[src/rtl/ads1115_i2c_target_pkg.sv]
// Shared types and constants for the ADS1115 register-interface I2C target model.
package ads1115_i2c_pkg;

    typedef enum logic [3:0] {
        IDLE,
        ADDR,
        ADDR_ACK,
        PTR,
        PTR_ACK,
        WDATA,
        WDATA_ACK,
        RDATA,
        RDATA_ACK,
        WAIT_STOP
    } state_t;

    localparam logic [1:0] PTR_CONV = 2'd0;
    localparam logic [1:0] PTR_CFG  = 2'd1;
    localparam logic [1:0] PTR_LO   = 2'd2;
    localparam logic [1:0] PTR_HI   = 2'd3;

    localparam logic [15:0] LO_THRESH_RST = 16'h8000;
    localparam logic [15:0] HI_THRESH_RST = 16'h7FFF;

endpackage

[src/rtl/ads1115_i2c_target_if.sv]
// I2C pin bundle: sampled SCL/SDA levels plus the open-drain SDA pull-down enable.
interface ads1115_i2c_target_if;
    logic scl_i;
    logic sda_i;
    logic sda_oe;

    modport master (output scl_i, output sda_i, input sda_oe);
    modport slave  (input scl_i, input sda_i, output sda_oe);
endinterface

[src/rtl/ads1115_i2c_target_line_cond.sv]
// SCL/SDA conditioning: synchronizers, optional majority filter (I2C_GLITCH_FILTER_EN),
// registered SCL edge and START/STOP pulses.
module i2c_line_cond #(
    parameter int unsigned SYNC_STAGES = 2
) (
    input  logic clk,
    input  logic rst_n,
    input  logic scl_i,
    input  logic sda_i,
    output logic scl_rise_o,
    output logic scl_fall_o,
    output logic sda_o,
    output logic start_o,
    output logic stop_o
);

    logic [SYNC_STAGES-1:0] scl_sync_q;
    logic [SYNC_STAGES-1:0] sda_sync_q;
    logic                   scl_lvl;
    logic                   sda_lvl;
    logic                   scl_hist_q;
    logic                   sda_hist_q;
    logic                   scl_rise_q;
    logic                   scl_fall_q;
    logic                   sda_q;
    logic                   start_q;
    logic                   stop_q;

    // Idle-high reset values keep reset release from looking like a START/STOP.
    always_ff @(posedge clk or negedge rst_n) begin
        if (!rst_n) begin
            scl_sync_q <= '1;
            sda_sync_q <= '1;
        end else begin
            scl_sync_q <= {scl_sync_q[SYNC_STAGES-2:0], scl_i};
            sda_sync_q <= {sda_sync_q[SYNC_STAGES-2:0], sda_i};
        end
    end

`ifdef I2C_GLITCH_FILTER_EN
    logic [1:0] scl_win_q;
    logic [1:0] sda_win_q;
    logic       scl_filt_q;
    logic       sda_filt_q;

    function automatic logic maj3(input logic a, input logic b, input logic c);
        return (a & b) | (a & c) | (b & c);
    endfunction

    always_ff @(posedge clk or negedge rst_n) begin
        if (!rst_n) begin
            scl_win_q  <= '1;
            sda_win_q  <= '1;
            scl_filt_q <= 1'b1;
            sda_filt_q <= 1'b1;
        end else begin
            scl_win_q  <= {scl_win_q[0], scl_sync_q[SYNC_STAGES-1]};
            sda_win_q  <= {sda_win_q[0], sda_sync_q[SYNC_STAGES-1]};
            scl_filt_q <= maj3(scl_sync_q[SYNC_STAGES-1], scl_win_q[0], scl_win_q[1]);
            sda_filt_q <= maj3(sda_sync_q[SYNC_STAGES-1], sda_win_q[0], sda_win_q[1]);
        end
    end

    assign scl_lvl = scl_filt_q;
    assign sda_lvl = sda_filt_q;
`else
    assign scl_lvl = scl_sync_q[SYNC_STAGES-1];
    assign sda_lvl = sda_sync_q[SYNC_STAGES-1];
`endif

    always_ff @(posedge clk or negedge rst_n) begin
        if (!rst_n) begin
            scl_hist_q <= 1'b1;
            sda_hist_q <= 1'b1;
            scl_rise_q <= 1'b0;
            scl_fall_q <= 1'b0;
            sda_q      <= 1'b1;
            start_q    <= 1'b0;
            stop_q     <= 1'b0;
        end else begin
            scl_hist_q <= scl_lvl;
            sda_hist_q <= sda_lvl;
            scl_rise_q <= scl_lvl & ~scl_hist_q;
            scl_fall_q <= ~scl_lvl & scl_hist_q;
            sda_q      <= sda_lvl;
            start_q    <= scl_lvl & scl_hist_q & sda_hist_q & ~sda_lvl;
            stop_q     <= scl_lvl & scl_hist_q & ~sda_hist_q & sda_lvl;
        end
    end

    assign scl_rise_o = scl_rise_q;
    assign scl_fall_o = scl_fall_q;
    assign sda_o      = sda_q;
    assign start_o    = start_q;
    assign stop_o     = stop_q;

endmodule

[src/rtl/ads1115_i2c_target.sv]
// ADS1115-compatible I2C target: pointer/config/threshold registers, snapshot reads of conversion data.
// Optional I2C_GLITCH_FILTER_EN adds a majority filter inside i2c_line_cond.
module ads1115_i2c_target
    import ads1115_i2c_pkg::*;
#(
    parameter logic [6:0]  I2C_ADDR    = 7'b1001000,
    parameter logic [15:0] CFG_RESET   = 16'h8583,
    parameter int unsigned SYNC_STAGES = 2
) (
    input  logic                 clk,
    input  logic                 rst_n,
    ads1115_i2c_target_if.slave  bus,
    input  logic [15:0]          conv_data,
    input  logic                 conv_busy,
    output logic                 conv_start,
    output logic [15:0]          cfg_reg,
    output logic [15:0]          lo_thresh,
    output logic [15:0]          hi_thresh,
    output logic                 addr_hit
);

    logic scl_rise, scl_fall, sda, start, stop;

    i2c_line_cond #(.SYNC_STAGES(SYNC_STAGES)) u_line_cond (
        .clk        (clk),
        .rst_n      (rst_n),
        .scl_i      (bus.scl_i),
        .sda_i      (bus.sda_i),
        .scl_rise_o (scl_rise),
        .scl_fall_o (scl_fall),
        .sda_o      (sda),
        .start_o    (start),
        .stop_o     (stop)
    );

    state_t      state_q, state_d;
    logic [3:0]  bit_cnt_q, bit_cnt_d;
    logic [7:0]  shreg_q, shreg_d;
    logic [1:0]  ptr_q, ptr_d;
    logic [1:0]  byte_idx_q, byte_idx_d;
    logic [7:0]  msb_q, msb_d;
    logic [15:0] snap_q, snap_d;
    logic        rd_lsb_q, rd_lsb_d;
    logic        mack_q, mack_d;
    logic        sda_oe_q, sda_oe_d;
    logic [15:0] cfg_q, cfg_d;
    logic [15:0] lo_q, lo_d;
    logic [15:0] hi_q, hi_d;
    logic        conv_start_q, conv_start_d;
    logic        addr_hit_q, addr_hit_d;

    logic [15:0] read_reg;
    logic [15:0] wr_word;
    logic [7:0]  rd_byte;
    logic [2:0]  bit_idx;

    always_ff @(posedge clk or negedge rst_n) begin
        if (!rst_n) begin
            state_q      <= IDLE;
            bit_cnt_q    <= '0;
            shreg_q      <= '0;
            ptr_q        <= PTR_CONV;
            byte_idx_q   <= '0;
            msb_q        <= '0;
            snap_q       <= '0;
            rd_lsb_q     <= 1'b0;
            mack_q       <= 1'b1;
            sda_oe_q     <= 1'b0;
            cfg_q        <= CFG_RESET;
            lo_q         <= LO_THRESH_RST;
            hi_q         <= HI_THRESH_RST;
            conv_start_q <= 1'b0;
            addr_hit_q   <= 1'b0;
        end else begin
            state_q      <= state_d;
            bit_cnt_q    <= bit_cnt_d;
            shreg_q      <= shreg_d;
            ptr_q        <= ptr_d;
            byte_idx_q   <= byte_idx_d;
            msb_q        <= msb_d;
            snap_q       <= snap_d;
            rd_lsb_q     <= rd_lsb_d;
            mack_q       <= mack_d;
            sda_oe_q     <= sda_oe_d;
            cfg_q        <= cfg_d;
            lo_q         <= lo_d;
            hi_q         <= hi_d;
            conv_start_q <= conv_start_d;
            addr_hit_q   <= addr_hit_d;
        end
    end

    always_comb begin
        case (ptr_q)
            PTR_CONV: read_reg = conv_data;
            PTR_CFG:  read_reg = {~conv_busy, cfg_q[14:0]};
            PTR_LO:   read_reg = lo_q;
            default:  read_reg = hi_q;
        endcase
    end

    assign wr_word = {msb_q, shreg_q};
    assign rd_byte = rd_lsb_q ? snap_q[7:0] : snap_q[15:8];
    assign bit_idx = 3'd7 - bit_cnt_q[2:0];

    always_comb begin
        state_d      = state_q;
        bit_cnt_d    = bit_cnt_q;
        shreg_d      = shreg_q;
        ptr_d        = ptr_q;
        byte_idx_d   = byte_idx_q;
        msb_d        = msb_q;
        snap_d       = snap_q;
        rd_lsb_d     = rd_lsb_q;
        mack_d       = mack_q;
        sda_oe_d     = sda_oe_q;
        cfg_d        = cfg_q;
        lo_d         = lo_q;
        hi_d         = hi_q;
        conv_start_d = 1'b0;
        addr_hit_d   = 1'b0;

        // Bus conditions override any SCL edge seen in the same cycle.
        if (stop) begin
            state_d  = IDLE;
            sda_oe_d = 1'b0;
        end else if (start) begin
            state_d   = ADDR;
            bit_cnt_d = '0;
            sda_oe_d  = 1'b0;
        end else begin
            if (scl_rise) begin
                case (state_q)
                    ADDR, PTR, WDATA: begin
                        if (bit_cnt_q < 4'd8) begin
                            shreg_d   = {shreg_q[6:0], sda};
                            bit_cnt_d = bit_cnt_q + 4'd1;
                        end
                    end
                    RDATA:     if (bit_cnt_q < 4'd8) bit_cnt_d = bit_cnt_q + 4'd1;
                    RDATA_ACK: mack_d = sda;
                    default: ;
                endcase
            end
            if (scl_fall) begin
                case (state_q)
                    ADDR: begin
                        if (bit_cnt_q == 4'd8) begin
                            if (shreg_q[7:1] == I2C_ADDR) begin
                                state_d    = ADDR_ACK;
                                sda_oe_d   = 1'b1;
                                addr_hit_d = 1'b1;
                            end else begin
                                state_d = WAIT_STOP;
                            end
                        end
                    end
                    ADDR_ACK: begin
                        bit_cnt_d = '0;
                        if (shreg_q[0]) begin
                            state_d  = RDATA;
                            snap_d   = read_reg;
                            rd_lsb_d = 1'b0;
                            sda_oe_d = ~read_reg[15];
                        end else begin
                            state_d  = PTR;
                            sda_oe_d = 1'b0;
                        end
                    end
                    PTR: begin
                        if (bit_cnt_q == 4'd8) begin
                            ptr_d    = shreg_q[1:0];
                            sda_oe_d = 1'b1;
                            state_d  = PTR_ACK;
                        end
                    end
                    PTR_ACK: begin
                        sda_oe_d   = 1'b0;
                        state_d    = WDATA;
                        bit_cnt_d  = '0;
                        byte_idx_d = '0;
                    end
                    WDATA: begin
                        if (bit_cnt_q == 4'd8) begin
                            if (byte_idx_q < 2'd2) begin
                                sda_oe_d = 1'b1;
                                state_d  = WDATA_ACK;
                                if (byte_idx_q == 2'd0) msb_d = shreg_q;
                            end else begin
                                state_d = WAIT_STOP;
                            end
                        end
                    end
                    WDATA_ACK: begin
                        sda_oe_d   = 1'b0;
                        bit_cnt_d  = '0;
                        state_d    = WDATA;
                        byte_idx_d = byte_idx_q + 2'd1;
                        if (byte_idx_q == 2'd1) begin
                            case (ptr_q)
                                PTR_CFG: begin
                                    cfg_d        = {1'b0, wr_word[14:0]};
                                    conv_start_d = wr_word[15];
                                end
                                PTR_LO:  lo_d = wr_word;
                                PTR_HI:  hi_d = wr_word;
                                default: ;
                            endcase
                        end
                    end
                    RDATA: begin
                        if (bit_cnt_q == 4'd8) begin
                            sda_oe_d = 1'b0;
                            state_d  = RDATA_ACK;
                        end else begin
                            sda_oe_d = ~rd_byte[bit_idx];
                        end
                    end
                    RDATA_ACK: begin
                        if (!mack_q) begin
                            rd_lsb_d  = ~rd_lsb_q;
                            bit_cnt_d = '0;
                            state_d   = RDATA;
                            sda_oe_d  = ~(rd_lsb_q ? snap_q[15] : snap_q[7]);
                        end else begin
                            sda_oe_d = 1'b0;
                            state_d  = WAIT_STOP;
                        end
                    end
                    default: ;
                endcase
            end
        end
    end

    assign bus.sda_oe = sda_oe_q;
    assign conv_start = conv_start_q;
    assign cfg_reg    = cfg_q;
    assign lo_thresh  = lo_q;
    assign hi_thresh  = hi_q;
    assign addr_hit   = addr_hit_q;

endmodule

[src/flat_wrapper.sv]
// flat-port wrapper written by rule: the top's interface ports become plain ports
module ads1115_i2c_target_flat import ads1115_i2c_pkg::*;
#(
    parameter logic [6:0]  I2C_ADDR    = 7'b1001000,
    parameter logic [15:0] CFG_RESET   = 16'h8583,
    parameter int unsigned SYNC_STAGES = 2
)
  (clk, rst_n, conv_data, conv_busy, conv_start, cfg_reg, lo_thresh, hi_thresh, addr_hit, bus_scl_i, bus_sda_i, bus_sda_oe);
  ads1115_i2c_target_if bus_i ();
  input  logic clk;
  input  logic rst_n;
  input  logic [15:0] conv_data;
  input  logic conv_busy;
  output logic conv_start;
  output logic [15:0] cfg_reg;
  output logic [15:0] lo_thresh;
  output logic [15:0] hi_thresh;
  output logic addr_hit;
  input wire logic [$bits(bus_i.scl_i)-1:0] bus_scl_i;
  input wire logic [$bits(bus_i.sda_i)-1:0] bus_sda_i;
  output wire logic [$bits(bus_i.sda_oe)-1:0] bus_sda_oe;
  assign bus_i.scl_i = bus_scl_i;
  assign bus_i.sda_i = bus_sda_i;
  assign bus_sda_oe = bus_i.sda_oe;
  ads1115_i2c_target #(.I2C_ADDR(I2C_ADDR), .CFG_RESET(CFG_RESET), .SYNC_STAGES(SYNC_STAGES)) u_core (.clk(clk), .rst_n(rst_n), .bus(bus_i), .conv_data(conv_data), .conv_busy(conv_busy), .conv_start(conv_start), .cfg_reg(cfg_reg), .lo_thresh(lo_thresh), .hi_thresh(hi_thresh), .addr_hit(addr_hit));
endmodule
[config.mk]
export PLATFORM = sky130hd
export DESIGN_NAME = ads1115_i2c_target_flat
export DESIGN_NICKNAME = d
export VERILOG_FILES = /design/src/rtl/ads1115_i2c_target_pkg.sv /design/src/rtl/ads1115_i2c_target_if.sv /design/src/rtl/ads1115_i2c_target_line_cond.sv /design/src/rtl/ads1115_i2c_target.sv /design/src/flat_wrapper.sv
export SDC_FILE = /design/constraint.sdc
export NUM_CORES = 1
export LEC_CHECK = 0
export BUFFER_PORTS_ARGS = -buffer_cell sky130_fd_sc_hd__buf_2
export CORE_AREA = 2 2 98 100
export DETAILED_ROUTE_END_ITERATION = 10
export DIE_AREA = 0 0 100 102
export GPL_ROUTABILITY_DRIVEN = 0
export PLACE_DENSITY_LB_ADDON = 0.3
export SYNTH_ARGS = -nofsm -noshare
export SYNTH_HDL_FRONTEND = slang
export SYNTH_SLANG_ARGS = --single-unit
[constraint.sdc]
create_clock -name clk -period 2.5 [get_ports clk]
set_input_delay 0.25 -clock clk [delete_from_list [all_inputs] [get_ports clk]]
set_output_delay 0.25 -clock clk [all_outputs]
set_load 0.03 [all_outputs]
==> impl_results.md, run 1 <==
* Outcome: complete, no violations
* Via Count at 3449
* Yosys cell types at 58
* Chip width at 100 um
* Crit-path slowest cell: dfrtp_1
* Placed Cells at 549
* Post-synth top area share at 37.97%
* RSZ-0062 raised after global routing: no
* Static Leakage at 0.002752 uW
* # DRC at 0
* CP top delay family: simple AND/OR/NAND/NOR gates
* Final TNS setup at 0 ns
* Vias in the first global route at 3496
* CP Cell Sequence: inv_1 -> ha_1 -> or3b_2 -> o31ai_1 -> nand3_1 -> o311a_1
* Congestion Overflow GR at 0
* Die Ht at 102 um
* Crit path buffers/inverters at 1
* Final Skew at 0.01529 ns
* Area leader, netlist: dfrtp_1
* VDD IR-drop max at 0.4155 mV
* CTS tree: built
* Largest net degree at the start of global routing at 71
* Top cells by area, synth: dfrtp_1 (38%), mux2_2 (16%), dfstp_2 (15%)
* CP arrival at 2.42 ns
* Clock-pin slew on the worst setup and hold paths at 0.11 ns
* Pwr Density at 574.1 nW/um2
* Initial Util at 56.44%
* Synth Warn # at 0
* #FFs+latches synth at 107
* Clock latency on the worst-skew pair at 0.36 ns
* Commonest cells after routing, fill and taps aside: dfrtp_1 (78), mux2_2 (75), buf_2 (70)
* Post-synth net total at 395
* Final setup violating endpoints at 0
* Tmin final at 2.178 ns
* Row cnt at 35
* Resize count post-CTS at 0
* I/O Pins at 72
* Max frequency at 459.2 MHz
* Tot GR Track Use at 23.02%
* Initial antenna violation count at 0
* Worst Setup End Kind: register
* # hold bufs at CTS at 3
* Max incr delay on CP at 0.52 ns
* Final hold violation count at 0
* WS Path Type: reg -> reg
* Ys async rst share at 100.0%
* Number of flops mapped to enable cells by yosys at 0
* Die Footprint at 10200 um2
* Diode count at 0
* Final hold slack at 0.3341 ns
* Critical Path Source Type: register
* Final slew viol count at 0
* First-pass GRT wire length at 18110 um
* Commonest non-fill, non-tap cell in the layout: dfrtp_1
* Sinks on Clock Net at 107
* IO Port Bufs at 71
* Layout fillers at 657
* Crit Path Max Fanout at 8
* Layout cell share with drive strength beyond 1 at 54.49%
* Post-synth top flop: dfrtp_1
* Final Core Density at 64.95%
* H-tree Lvls at 3
* Multi-input gate area at 2290 um2
* Layout Nets at 477
* Post-Route WL at 11210 um
* Total chip power at 3396 uW
* Core ar. at 9109 um2
* Postcts setup bufs at 0
* Routed length per instance at 19.74 um
* Final non-filler cell total at 568
* DRT antenna net count at 0
* Initial DRC Count at 224
* Via density per instance at 6.072
* DP HPWL at 7893 um
* Number of buffers created by CTS at 9
* Clock buffer depth at 2
* Sequential fraction of the synthesis area at 52.79%
* Worst rel slew slack at 64.52%
* Worst-Margin Slew at 0.5321 ns
* DR pass1 iterations at 5
* CTS root buf: clkbuf_8
* Reg area at 2714 um2
* Final worst path period share at 87.11%
* Mapped Cells at 370
* Max-Cap Viols at 0
* Hold WC Path Type: in -> reg
* Synthesized area at 5141 um2
* Synthesis-to-layout area growth at 15.06%
* Crit path required time at 2.74 ns
* Mean post-synth cell area at 13.90 um2
-- area by class of cell --
class,instances,area share (%)
Clock buffer,10,2.327
Clock inverter,6,1.184
Multi-Input combinational cell,234,38.71
Sequential cell,107,45.88
Inverter,8,0.5076
Timing Repair Buffer,92,9.052
Tap cell,111,2.348
-- per-layer routing --
| layer | track usage (%) | share of wire, % |
|---|---|---|
| met5 | 0 | 0 |
| met4 | 5.796 | 1.8 |
| met3 | 3.762 | 4.4 |
| met2 | 38.77 | 51 |
| met1 | 31.77 | 43 |
-- logic make-up (layout without fill, tap and decap cells) --
kind of cell               Yosys count  in the layout  synth area share [%]
DFF                                107            107                 52.79
muxes                              106            106                 27.72
and+or+nand+nor                     83             83                 10.54
AOI/OAI and AO/OA                   41             41                 5.306
buffers and inverters               29            116                 2.677
adders and majority gates            4              4                0.9735
-- where the power goes --
| group | total (uW) | switching [uW] | internal (uW) | leakage (uW) |
|---|---|---|---|---|
| clock | 1080 | 580 | 498 | 0.0000955 |
| sequential | 2020 | 196 | 1820 | 0.00134 |
| combinational | 302 | 134 | 168 | 0.00132 |
-- cell usage after synthesis (4+ instances only) --
library cell / number
mux2i_1: 4
o21ai_0: 11
nor2b_1: 7
ha_1: 4
dfrtp_1: 78
a21oi_1: 7
buf_2: 5
nor4b_1: 4
clkbuf_1: 10
nor3b_1: 4
nor2_1: 8
nor3_1: 6
and3_1: 4
nand4_1: 4
mux4_2: 18
mux2_4: 9
a211oi_1: 6
inv_1: 8
dfstp_2: 29
nand3_1: 8
nand2_1: 13
mux2_2: 75
-- per-stage QoR --
stage / setup WS, ns / instance area, um2
after global placement: 0.3720 / 5678
after floorplan: 0.4338 / 5141
after CTS: 0.3355 / 5916
final: 0.3223 / 5916
after global routing: 0.1746 / 5916
after detailed placement: 0.3687 / 5678
-- worst paths after layout --
path,startpoint,end,slack (ns),depth (start not counted)
max reg2reg,u_core.bit_cnt_q[0],u_core.bus.sda_oe,0.32,6
min,conv_data[1],u_core.snap_q[1],0.33,3
min reg2reg,u_core.u_line_cond.sda_sync_q[0],u_core.u_line_cond.sda_sync_q[1],0.35,0
max in group asynchronous,rst_n,u_core.hi_thresh[11],1.31,3
min in group asynchronous,rst_n,u_core.snap_q[1],0.41,2
max,u_core.bit_cnt_q[0],u_core.bus.sda_oe,0.32,6
-- worst reg2reg max path: stages (launching register included) --
cell and delay, ns:
dfrtp_1 0.52, inv_1 0.18, ha_1 0.20, or3b_2 0.47
o31ai_1 0.28, nand3_1 0.12, o311a_1 0.30
No activity file was read; power rests on OpenSTA's default activity.
==> run 2, diff against run 1 <==
- CTS_CLUSTER_SIZE: unset -> 16
- PLACE_DENSITY: unset -> 0.9
- PLACE_DENSITY_LB_ADDON: 0.3 -> unset
==> run 2 against run 1 <==
Net effect: largest cell class unchanged; sequential power hardly changed; die area unchanged; largest power group unchanged; combinational power up 5%; critical endpoint is now u_core.cfg_reg[5]; clock power fell by 6%; first-iteration DRC count increased by 1.3%; via count is 2.7% higher; clock skew decreased by 0.0028 ns; wire length increased by 6.0%; total power fell by 1.7%; setup slack worse by 0.078 ns; worst hold slack improved by 0.0050 ns.
==> impl_results.md, run 2 (synthesis results as in run 1) <==
* Outcome: complete, no violations
* Total chip power at 3338 uW (-1.7%)
* Static Leakage at 0.002740 uW (-0.44%)
* First-pass GRT wire length at 19360 um (+6.9%)
* Worst r2r src: u_core.u_line_cond.scl_fall_o
* Max-Cap Viols at 0 (unchanged)
* # DRC at 0 (unchanged)
* CP Launch Point: u_core.u_line_cond.scl_fall_o
* Number of buffers created by CTS at 9 (unchanged)
* Largest net degree at the start of global routing at 75 (+5.6%)
* Die Footprint at 10200 um2 (unchanged)
* RSZ-0062 raised after global routing: no
* Clock-pin slew on the worst setup and hold paths at 0.11 ns (about the same)
* Commonest cells after routing, fill and taps aside: dfrtp_1 (78), mux2_2 (75), buf_2 (70)
* Worst rel slew slack at 62.54% (-2.0 points)
* Crit-path slowest cell: dfrtp_1
* Clock buffer depth at 2 (unchanged)
* Initial Util at 56.44% (unchanged)
* DP HPWL at 8240 um (+4.4%)
* Crit path buffers/inverters at 1 (unchanged)
* Diode count at 0 (unchanged)
* Final Skew at 0.01251 ns (-0.002778 ns)
* Worst Setup End Kind: register
* Core ar. at 9109 um2 (unchanged)
* Layout fillers at 643 (-2.1%)
* DR pass1 iterations at 5 (unchanged)
* DP Area at 5663 um2 (-0.26%)
* I/O Pins at 72 (unchanged)
* CP endpoint: u_core.cfg_reg[5]
* VDD IR-drop max at 0.4407 mV (+6.1%)
* Crit path required time at 2.77 ns (+0.03 ns)
* Initial DRC Count at 227 (+1.3%)
* Synthesis-to-layout area growth at 14.31%
* Congestion Overflow GR at 0 (unchanged)
* Hold WC Path Type: in -> reg
* Critical Path Source Type: register
* Vias in the first global route at 3732 (+6.8%)
* DRT antenna net count at 0 (unchanged)
* Reg2Reg Depth at 6 (unchanged)
* Max incr delay on CP at 0.50 ns (-0.02 ns)
* Max frequency at 443.4 MHz (-3.4%)
* Post-Route WL at 11880 um (+6.0%)
* IO Port Bufs at 71 (unchanged)
* Chip width at 100 um (unchanged)
* CP Cell Sequence: nor2b_4 -> and4_1 -> nand3_4 -> nor3b_4 -> buf_4 -> mux2_2
* Worst reg2reg setup slack at 0.24 ns (-0.08 ns)
* Final hold violation count at 0 (unchanged)
* Commonest non-fill, non-tap cell in the layout: dfrtp_1
* Initial antenna violation count at 0 (unchanged)
* Crit Path Max Fanout at 16 (+8)
* Multi-input gate area at 2290 um2 (unchanged)
* Final slew viol count at 0 (unchanged)
* Sinks on Clock Net at 107 (unchanged)
* Layout cell share with drive strength beyond 1 at 54.07% (-0.42 points)
* Final hold slack at 0.3391 ns (+0.005016 ns)
* Clock latency on the worst-skew pair at 0.38 ns (+0.02 ns)
* Setup ws final at 0.2448 ns (-0.07753 ns)
* Place WS at 0.2626 ns (-0.1060 ns)
* Final setup violating endpoints at 0 (unchanged)
* Layout Nets at 475 (-0.42%)
* Tmin final at 2.255 ns (+0.07753 ns)
* H-tree Lvls at 3 (unchanged)
* Via Count at 3542 (+2.7%)
* CTS root buf: clkbuf_8
* Die Ht at 102 um (unchanged)
* WS Path Type: reg -> reg
* Reg area at 2714 um2 (unchanged)
* CTS tree: built
* Final TNS setup at 0 ns (unchanged)
* Via density per instance at 6.258 (+3.1%)
* CP top delay family: simple AND/OR/NAND/NOR gates
* CP arrival at 2.53 ns (+0.11 ns)
* Worst-Margin Slew at 0.5603 ns (+0.02819 ns)
* Row cnt at 35 (unchanged)
* Post-layout instance area at 5877 um2 (-0.66%)
* Levels on crit path at 6 (unchanged)
* Routed length per instance at 21.00 um (+6.4%)
* Tot GR Track Use at 24.82% (+1.8 points)
* Final worst path period share at 90.21% (+3.1 points)
* Pwr Density at 568.0 nW/um2 (-1.1%)
* Reg-to-Reg End: u_core.cfg_reg[5]
[run 2: repair_timing]
action / in CTS / in global routing
resized for setup: 0 / 0
hold endpoints to repair: 27 / 0
hold buffers: 3 / 0
buffers inserted: 0 / 0
[run 2: per-stage QoR]
stage	std cells	utilization [%]
2_1_floorplan	370	-
5_1_grt	566	64.52
6_report	566	64.52
3_3_place_gp	547	62.17
4_1_cts	566	64.52
3_5_place_dp	547	62.17
[run 2: layer usage]
layer / global-route usage (%) / up-vias / routed length [um]
li1: - / 1543 / -
met3: 4.856 / 34 / 720
met4: 11.06 / 0 / 280
met2: 41.68 / 158 / 6235
met5: 0 / - / 0
met1: 31.75 / 1807 / 4648
[run 2: report_power, final]
| part | switching, uW | leakage, uW | total [uW] | internal [uW] |
|---|---|---|---|---|
| Combinational | 146 | 0.00131 | 317 | 172 |
| Sequential | 187 | 0.00134 | 2010 | 1820 |
| Clock | 629 | 0.0000909 | 1010 | 384 |
| Total | 961 | 0.00274 | 3340 | 2380 |
[run 2: worst min path at each step]
| stage | startpoint | to | slack, ns | cells past startpoint |
|---|---|---|---|---|
| 5_1_grt | conv_data[1] | u_core.snap_q[1] | 0.34 | 3 |
| 6_report | conv_data[1] | u_core.snap_q[1] | 0.34 | 3 |
| 3_5_place_dp | rst_n | u_core.state_q[0] | 0.24 | 1 |
| 2_1_floorplan | rst_n | u_core.addr_hit | -0.05 | 0 |
| 3_3_place_gp | rst_n | u_core.u_line_cond.scl_fall_o | 0.23 | 1 |
| 4_1_cts | conv_data[1] | u_core.snap_q[1] | 0.33 | 3 |
[run 2: final cells by class]
| cell class | instances | area share (%) |
|---|---|---|
| repair buffers | 90 | 8.857 |
| multi-input cells | 234 | 38.96 |
| flip-flops and latches | 107 | 46.18 |
| clock inverters | 6 | 0.9581 |
| inverters | 8 | 0.5110 |
| clock buffers | 10 | 2.172 |
| well taps | 111 | 2.363 |
[run 2: tightest hold or removal path, delay by kind of cell]
kind / cells / cell delay (ns)
muxes: 2 / 0.36
buffers and inverters: 1 / 0.08
